### config.mk
export PLATFORM = sky130hd
export DESIGN_NAME = bcd_counter_hex
export DESIGN_NICKNAME = d
export VERILOG_FILES = /design/src/rtl/bcd_pkg.sv /design/src/rtl/bcd_seg7.sv /design/src/rtl/bcd_counter_hex.sv
export SDC_FILE = /design/constraint.sdc
export NUM_CORES = 1
export LEC_CHECK = 0
export CORE_MARGIN = 2
export CORE_UTILIZATION = 50
export CTS_BUF_LIST = sky130_fd_sc_hd__clkbuf_4 sky130_fd_sc_hd__clkbuf_8
export DETAILED_ROUTE_END_ITERATION = 6
export GPL_ROUTABILITY_DRIVEN = 0
export PLACE_DENSITY = 0.72
export SYNTH_ARGS = -nofsm -noshare
export SYNTH_HDL_FRONTEND = slang
export SYNTH_SLANG_ARGS = --single-unit
### constraint.sdc
create_clock -name CLOCK_50 -period 3.3 [get_ports CLOCK_50]
set_input_delay 0.66 -clock CLOCK_50 [delete_from_list [all_inputs] [get_ports CLOCK_50]]
set_output_delay 0.66 -clock CLOCK_50 [all_outputs]
set_load 0.02 [all_outputs]
### src/rtl/bcd_pkg.sv
// rtl/bcd_pkg.sv - shared segment patterns, seg7_t type and BCD nibble helper
package bcd_pkg;

  // Segment vector ordered g..a; a lit segment is driven low.
  typedef logic [6:0] seg7_t;

  localparam seg7_t SEG_0     = 7'b1000000;
  localparam seg7_t SEG_1     = 7'b1111001;
  localparam seg7_t SEG_2     = 7'b0100100;
  localparam seg7_t SEG_3     = 7'b0110000;
  localparam seg7_t SEG_4     = 7'b0011001;
  localparam seg7_t SEG_5     = 7'b0010010;
  localparam seg7_t SEG_6     = 7'b0000010;
  localparam seg7_t SEG_7     = 7'b1111000;
  localparam seg7_t SEG_8     = 7'b0000000;
  localparam seg7_t SEG_9     = 7'b0010000;
  localparam seg7_t SEG_BLANK = 7'b1111111;

  function automatic logic bcd_valid(input logic [3:0] nibble);
    return (nibble <= 4'd9);
  endfunction

endpackage

### src/rtl/bcd_seg7.sv
// rtl/bcd_seg7.sv - combinational BCD nibble to active-low 7-segment decoder
module bcd_seg7
  import bcd_pkg::*;
(
  input  logic [3:0] nibble,
  input  logic       blank,
  output seg7_t      seg
);

  always_comb begin
    seg = SEG_BLANK;
    if (!blank) begin
      case (nibble)
        4'd0:    seg = SEG_0;
        4'd1:    seg = SEG_1;
        4'd2:    seg = SEG_2;
        4'd3:    seg = SEG_3;
        4'd4:    seg = SEG_4;
        4'd5:    seg = SEG_5;
        4'd6:    seg = SEG_6;
        4'd7:    seg = SEG_7;
        4'd8:    seg = SEG_8;
        4'd9:    seg = SEG_9;
        default: seg = SEG_BLANK;
      endcase
    end
  end

endmodule

### src/rtl/bcd_counter_hex.sv
// rtl/bcd_counter_hex.sv - prescaled BCD up/down counter with validated load and 7-seg outputs
// Optional LEADING_ZERO_BLANK_EN blanks digits above the most significant non-zero digit.
module bcd_counter_hex
  import bcd_pkg::*;
#(
  parameter int DIGITS   = 2,
  parameter int PRESCALE = 50_000_000
) (
  input  logic                  CLOCK_50,
  input  logic                  RESET_N,
  input  logic                  en,
  input  logic                  up,
  input  logic                  load,
  input  logic [4*DIGITS-1:0]   load_val,
  input  logic                  clr_err,
  output logic [4*DIGITS-1:0]   bcd,
  output logic [7*DIGITS-1:0]   hex,
  output logic                  carry,
  output logic                  err,
  output logic [DIGITS-1:0]     err_digit
);

  localparam int                PCNT_W    = (PRESCALE > 1) ? $clog2(PRESCALE) : 1;
  localparam logic [PCNT_W-1:0] PCNT_LAST = PCNT_W'(PRESCALE - 1);

  logic [PCNT_W-1:0]   pcnt_q,      pcnt_d;
  logic [4*DIGITS-1:0] bcd_q,       bcd_d;
  logic                carry_q,     carry_d;
  logic                err_q,       err_d;
  logic [DIGITS-1:0]   err_digit_q, err_digit_d;

  logic                tick;
  logic [DIGITS-1:0]   load_bad;
  logic                load_ok;
  logic                load_rej;
  logic [4*DIGITS-1:0] step_val;
  logic                step_wrap;
  logic                ripple;
  logic [DIGITS-1:0]   blank_mask;

  assign tick = (pcnt_q == PCNT_LAST);

  always_comb begin
    load_bad = '0;
    for (int i = 0; i < DIGITS; i++) begin
      load_bad[i] = !bcd_valid(load_val[4*i +: 4]);
    end
  end

  assign load_ok  = load && (load_bad == '0);
  assign load_rej = load && (load_bad != '0);

  // Ripple one step through the digits; a carry/borrow surviving past the top digit is a wrap.
  always_comb begin
    step_val = bcd_q;
    ripple   = 1'b1;
    for (int i = 0; i < DIGITS; i++) begin
      if (ripple) begin
        if (up) begin
          if (bcd_q[4*i +: 4] == 4'd9) begin
            step_val[4*i +: 4] = 4'd0;
          end else begin
            step_val[4*i +: 4] = bcd_q[4*i +: 4] + 4'd1;
            ripple             = 1'b0;
          end
        end else begin
          if (bcd_q[4*i +: 4] == 4'd0) begin
            step_val[4*i +: 4] = 4'd9;
          end else begin
            step_val[4*i +: 4] = bcd_q[4*i +: 4] - 4'd1;
            ripple             = 1'b0;
          end
        end
      end
    end
    step_wrap = ripple;
  end

  always_comb begin
    pcnt_d      = tick ? '0 : pcnt_q + PCNT_W'(1);
    bcd_d       = bcd_q;
    carry_d     = 1'b0;
    err_d       = err_q;
    err_digit_d = err_digit_q;

    // Any load request, accepted or not, swallows the tick of that cycle.
    if (load_ok) begin
      bcd_d  = load_val;
      pcnt_d = '0;
    end else if (!load && tick && en) begin
      bcd_d   = step_val;
      carry_d = step_wrap;
    end

    if (load_rej) begin
      err_d       = 1'b1;
      err_digit_d = load_bad;
    end else if (clr_err) begin
      err_d       = 1'b0;
      err_digit_d = '0;
    end
  end

  always_ff @(posedge CLOCK_50) begin
    if (!RESET_N) begin
      pcnt_q      <= '0;
      bcd_q       <= '0;
      carry_q     <= 1'b0;
      err_q       <= 1'b0;
      err_digit_q <= '0;
    end else begin
      pcnt_q      <= pcnt_d;
      bcd_q       <= bcd_d;
      carry_q     <= carry_d;
      err_q       <= err_d;
      err_digit_q <= err_digit_d;
    end
  end

`ifdef LEADING_ZERO_BLANK_EN
  logic seen_nz;

  // Scan from the top digit down; digit 0 is never blanked so zero still shows.
  always_comb begin
    blank_mask = '0;
    seen_nz    = 1'b0;
    for (int i = DIGITS - 1; i >= 1; i--) begin
      seen_nz       = seen_nz | (bcd_q[4*i +: 4] != 4'd0);
      blank_mask[i] = !seen_nz;
    end
  end
`else
  assign blank_mask = '0;
`endif

  for (genvar g = 0; g < DIGITS; g++) begin : g_digit
    bcd_seg7 u_seg7 (
      .nibble (bcd_q[4*g +: 4]),
      .blank  (blank_mask[g]),
      .seg    (hex[7*g +: 7])
    );
  end

  assign bcd       = bcd_q;
  assign carry     = carry_q;
  assign err       = err_q;
  assign err_digit = err_digit_q;

endmodule

==> metrics <==
run status=completed; Yosys warning count=0; First-pass DRT Iterations=4; Internal=0.9613 mW; final wirelength=5867 um; period utilisation layout=89.15%; Worst Reg2Reg Path Length in Cells=12; Yosys cell types=57; r2r endpoint=g_digit[1].u_seg7.seg[6]; Worst-Skew Late Latency=0.30 ns; syn_area_per_cell=8.367 um2; Initial Util=51.37%; combinational power share=19.6%; Mapped Area=2811 um2; Placed Cells incl. Taps=443; Peak VDD IR=296.3 uV; Setup crit start=load_val[2]; antenna violations before repair=0; Post-CTS Hold Fix Bufs=0; vias per cell=5.333; ANT nets after route=0; Remaining Overflow, GRT=0; Initial DRC Count=86; sequential fraction of the synthesis area=37.03%; WS Path Type=in2reg; Startpoint Class=input pin; Reg2Reg Launch Point=pcnt_q[0]; crit-path max FO=9; Hold Path Cell Cnt=2; flop2flop setup slack=0.43 ns; CTS H-tree lvls=2; Most used DFF post-synth=dfxtp_1; CTS Buf Count=5; largest net degree at the start of global routing=27; clock sinks=52; DR WL/cell=13.01 um; vias in the first global route=2187; first-pass GRT wire length=9867 um; share of cells above drive strength 1=9.499%; syn nets=361; Seq cells post-synth=52; post-CTS setup buffer count=0; min-delay src=err_digit[1]; Place WS=0.1085 ns; Seq pwr share=51.6%; sw frac=27.28%; Slew Viols, Final=0; fin crit period=2.942 ns; Post-layout nets=403; Post-synth ARST share=0%; leakage power=1.311 nW; num rows=27; EDFF count, synth=0; GR Util All Layers=19.53%; maximum buffer depth of the clock tree=2; clk_skew=0.01312 ns; Antenna Cells=0; pwr dens=387.6 nW/um2; die width=78.99 um; final worst slack=0.3582 ns; RSZ-0062 raised after global routing=no; Cells after Synth=336; count of non-filler cells in the finished layout=451; Worst-path clk slew=0.09 ns; max cap viols=0; Slew headroom=66.78%; class of the worst hold path=reg2reg; switching pwr=0.3605 mW; Die Ht=78.99 um; Die Area=6239 um2; Worst setup EP type=flip-flop; final setup vio count=0; Worst Tran Pin Value=0.4938 ns; worst hold endpoint=err_digit[1]; CP Data Required Time=3.52 ns; setup TNS=0 ns; HPWL Detailed=4410 um; TritonCTS clock tree=built; clock root buffer=clkbuf_8; via count=2405; PortBufs=39; Clock power frac=28.7%; Core ar.=5473 um2; area growth from synthesis to layout=21.32%; # resized after CTS=0; Crit path arrival time=3.17 ns; worst hold margin=0.4868 ns; io pins=40; DRC violation count after routing=0; Hold Vio Cnt, Final=0; FMAX=339.9 MHz
==> synth_stat cells, types with 5 or more instances <==
library cell	instances	share of area (%)
dfxtp_1	52	37
nor2_1	46	6.1
inv_1	21	2.8
nand2_1	19	2.5
xor2_1	15	4.7
a21oi_1	14	2.5
clkbuf_1	14	1.9
nand3_1	13	2.3
ha_1	11	4.9
o21ai_0	11	2.0
xnor2_1	11	3.4
nand4_1	8	1.8
nor3_1	7	1.2
a31oi_1	6	1.3
mux2i_1	6	2.1
and3_1	5	1.1
o21a_1	5	1.3
==> power groups by stage <==
| stage | combinational [mW] | clock, mW | sequential, mW |
|---|---|---|---|
| floorplan | 0.128 | 0 | 0.721 |
| global placement | 0.257 | 0 | 0.697 |
| detailed placement | 0.260 | 0 | 0.698 |
| CTS | 0.261 | 0.390 | 0.683 |
| global route | 0.282 | 0.423 | 0.688 |
| finish | 0.260 | 0.380 | 0.683 |
==> through the flow <==
| step | total power, mW | util, % | cell area [um2] |
|---|---|---|---|
| floorplan | 0.8490 | - | 2811 |
| global placement | 0.9541 | 60.54 | 3313 |
| detailed placement | 0.9578 | 60.54 | 3313 |
| CTS | 1.334 | 62.32 | 3411 |
| global route | 1.393 | 62.32 | 3411 |
| finish | 1.322 | 62.32 | 3411 |
==> area by class of cell <==
| class | instances | area, um2 |
|---|---|---|
| timing repair buffer | 51 | 480.5 |
| clock buffer | 7 | 90.09 |
| inverter | 22 | 82.58 |
| fill | 501 | 2062 |
| tap | 72 | 90.09 |
| clock inverter | 1 | 7.507 |
| multi-input combinational | 246 | 1619 |
| sequential | 52 | 1041 |
==> worst max-delay path by stage <==
stage	endpoint	slack, ns	cells after the start
4_1_cts	g_digit[1].u_seg7.seg[6]	0.40	10
5_1_grt	g_digit[1].u_seg7.seg[6]	0.20	12
2_1_floorplan	g_digit[1].u_seg7.seg[5]	0.52	10
3_5_place_dp	g_digit[1].u_seg7.seg[6]	0.11	10
6_report	g_digit[1].u_seg7.seg[6]	0.36	10
3_3_place_gp	g_digit[1].u_seg7.seg[3]	0.18	10
==> cells in the final DEF, fill, tap and decap left out, types with 3 or more instances in the layout <==
master           netlist  routed
a21oi_1               14      14
or3_1                  4       4
dfxtp_1               52      52
or2_2                  4       4
a31oi_1                6       6
a211oi_1               4       4
nand4_1                8       8
xor2_1                15      15
and3_1                 5       5
inv_1                 21      21
buf_4                  0      12
and2_1                 4       4
o21a_1                 5       5
nor4_1                 3       3
nand3b_1               4       4
xnor2_1               11      11
nor2b_1                3       3
nand3_1               13      13
clkdlybuf4s50_1        0      39
clkbuf_8               0       6
nor3_1                 7       7
nor2_1                46      46
ha_1                  11      11
mux2i_1                6       6
o21ai_0               11      11
o211ai_1               3       3
nand2_1               19      19
==> per-layer routing <==
| layer | GRT usage, % | vias up | share of wire, % |
|---|---|---|---|
| met3 | 3.864 | 4 | 3.9 |
| met5 | 0 | - | 0 |
| met1 | 24.73 | 1101 | 46 |
| met2 | 34.32 | 44 | 49 |
| met4 | 4.310 | 0 | 0.58 |
| li1 | - | 1256 | - |
==> state kept, by name, summed over array words and instances (netlist names) <==
signal	flops
bcd	8
err	1
pcnt_q	26
err_digit	2
carry	1
g_digit.u_seg7.seg	14
==> worst max-delay path, stage by stage <==
cell and delay (ns):
clkdlybuf4s50_1 0.45, o21ai_0 0.40, and3_1 0.43, a21oi_1 0.12, a211oi_2 0.32, buf_4 0.19
ha_1 0.13, inv_1 0.05, mux2_2 0.25, a21oi_1 0.16
==> kinds of logic (layout without fill, tap and decap cells) <==
group	after synthesis	count (layout)	synth area share, %
AO/OA/AOI/OAI	66	66	16.24
XOR/XNOR	26	26	8.100
adder cells (fa/ha/maj)	11	11	4.895
buffers and inverters	38	81	5.385
flip-flops	52	52	37.03
multiplexers	8	8	3.071
AND/OR/NAND/NOR	135	135	25.28
No activity file was read; power rests on OpenSTA's default activity.
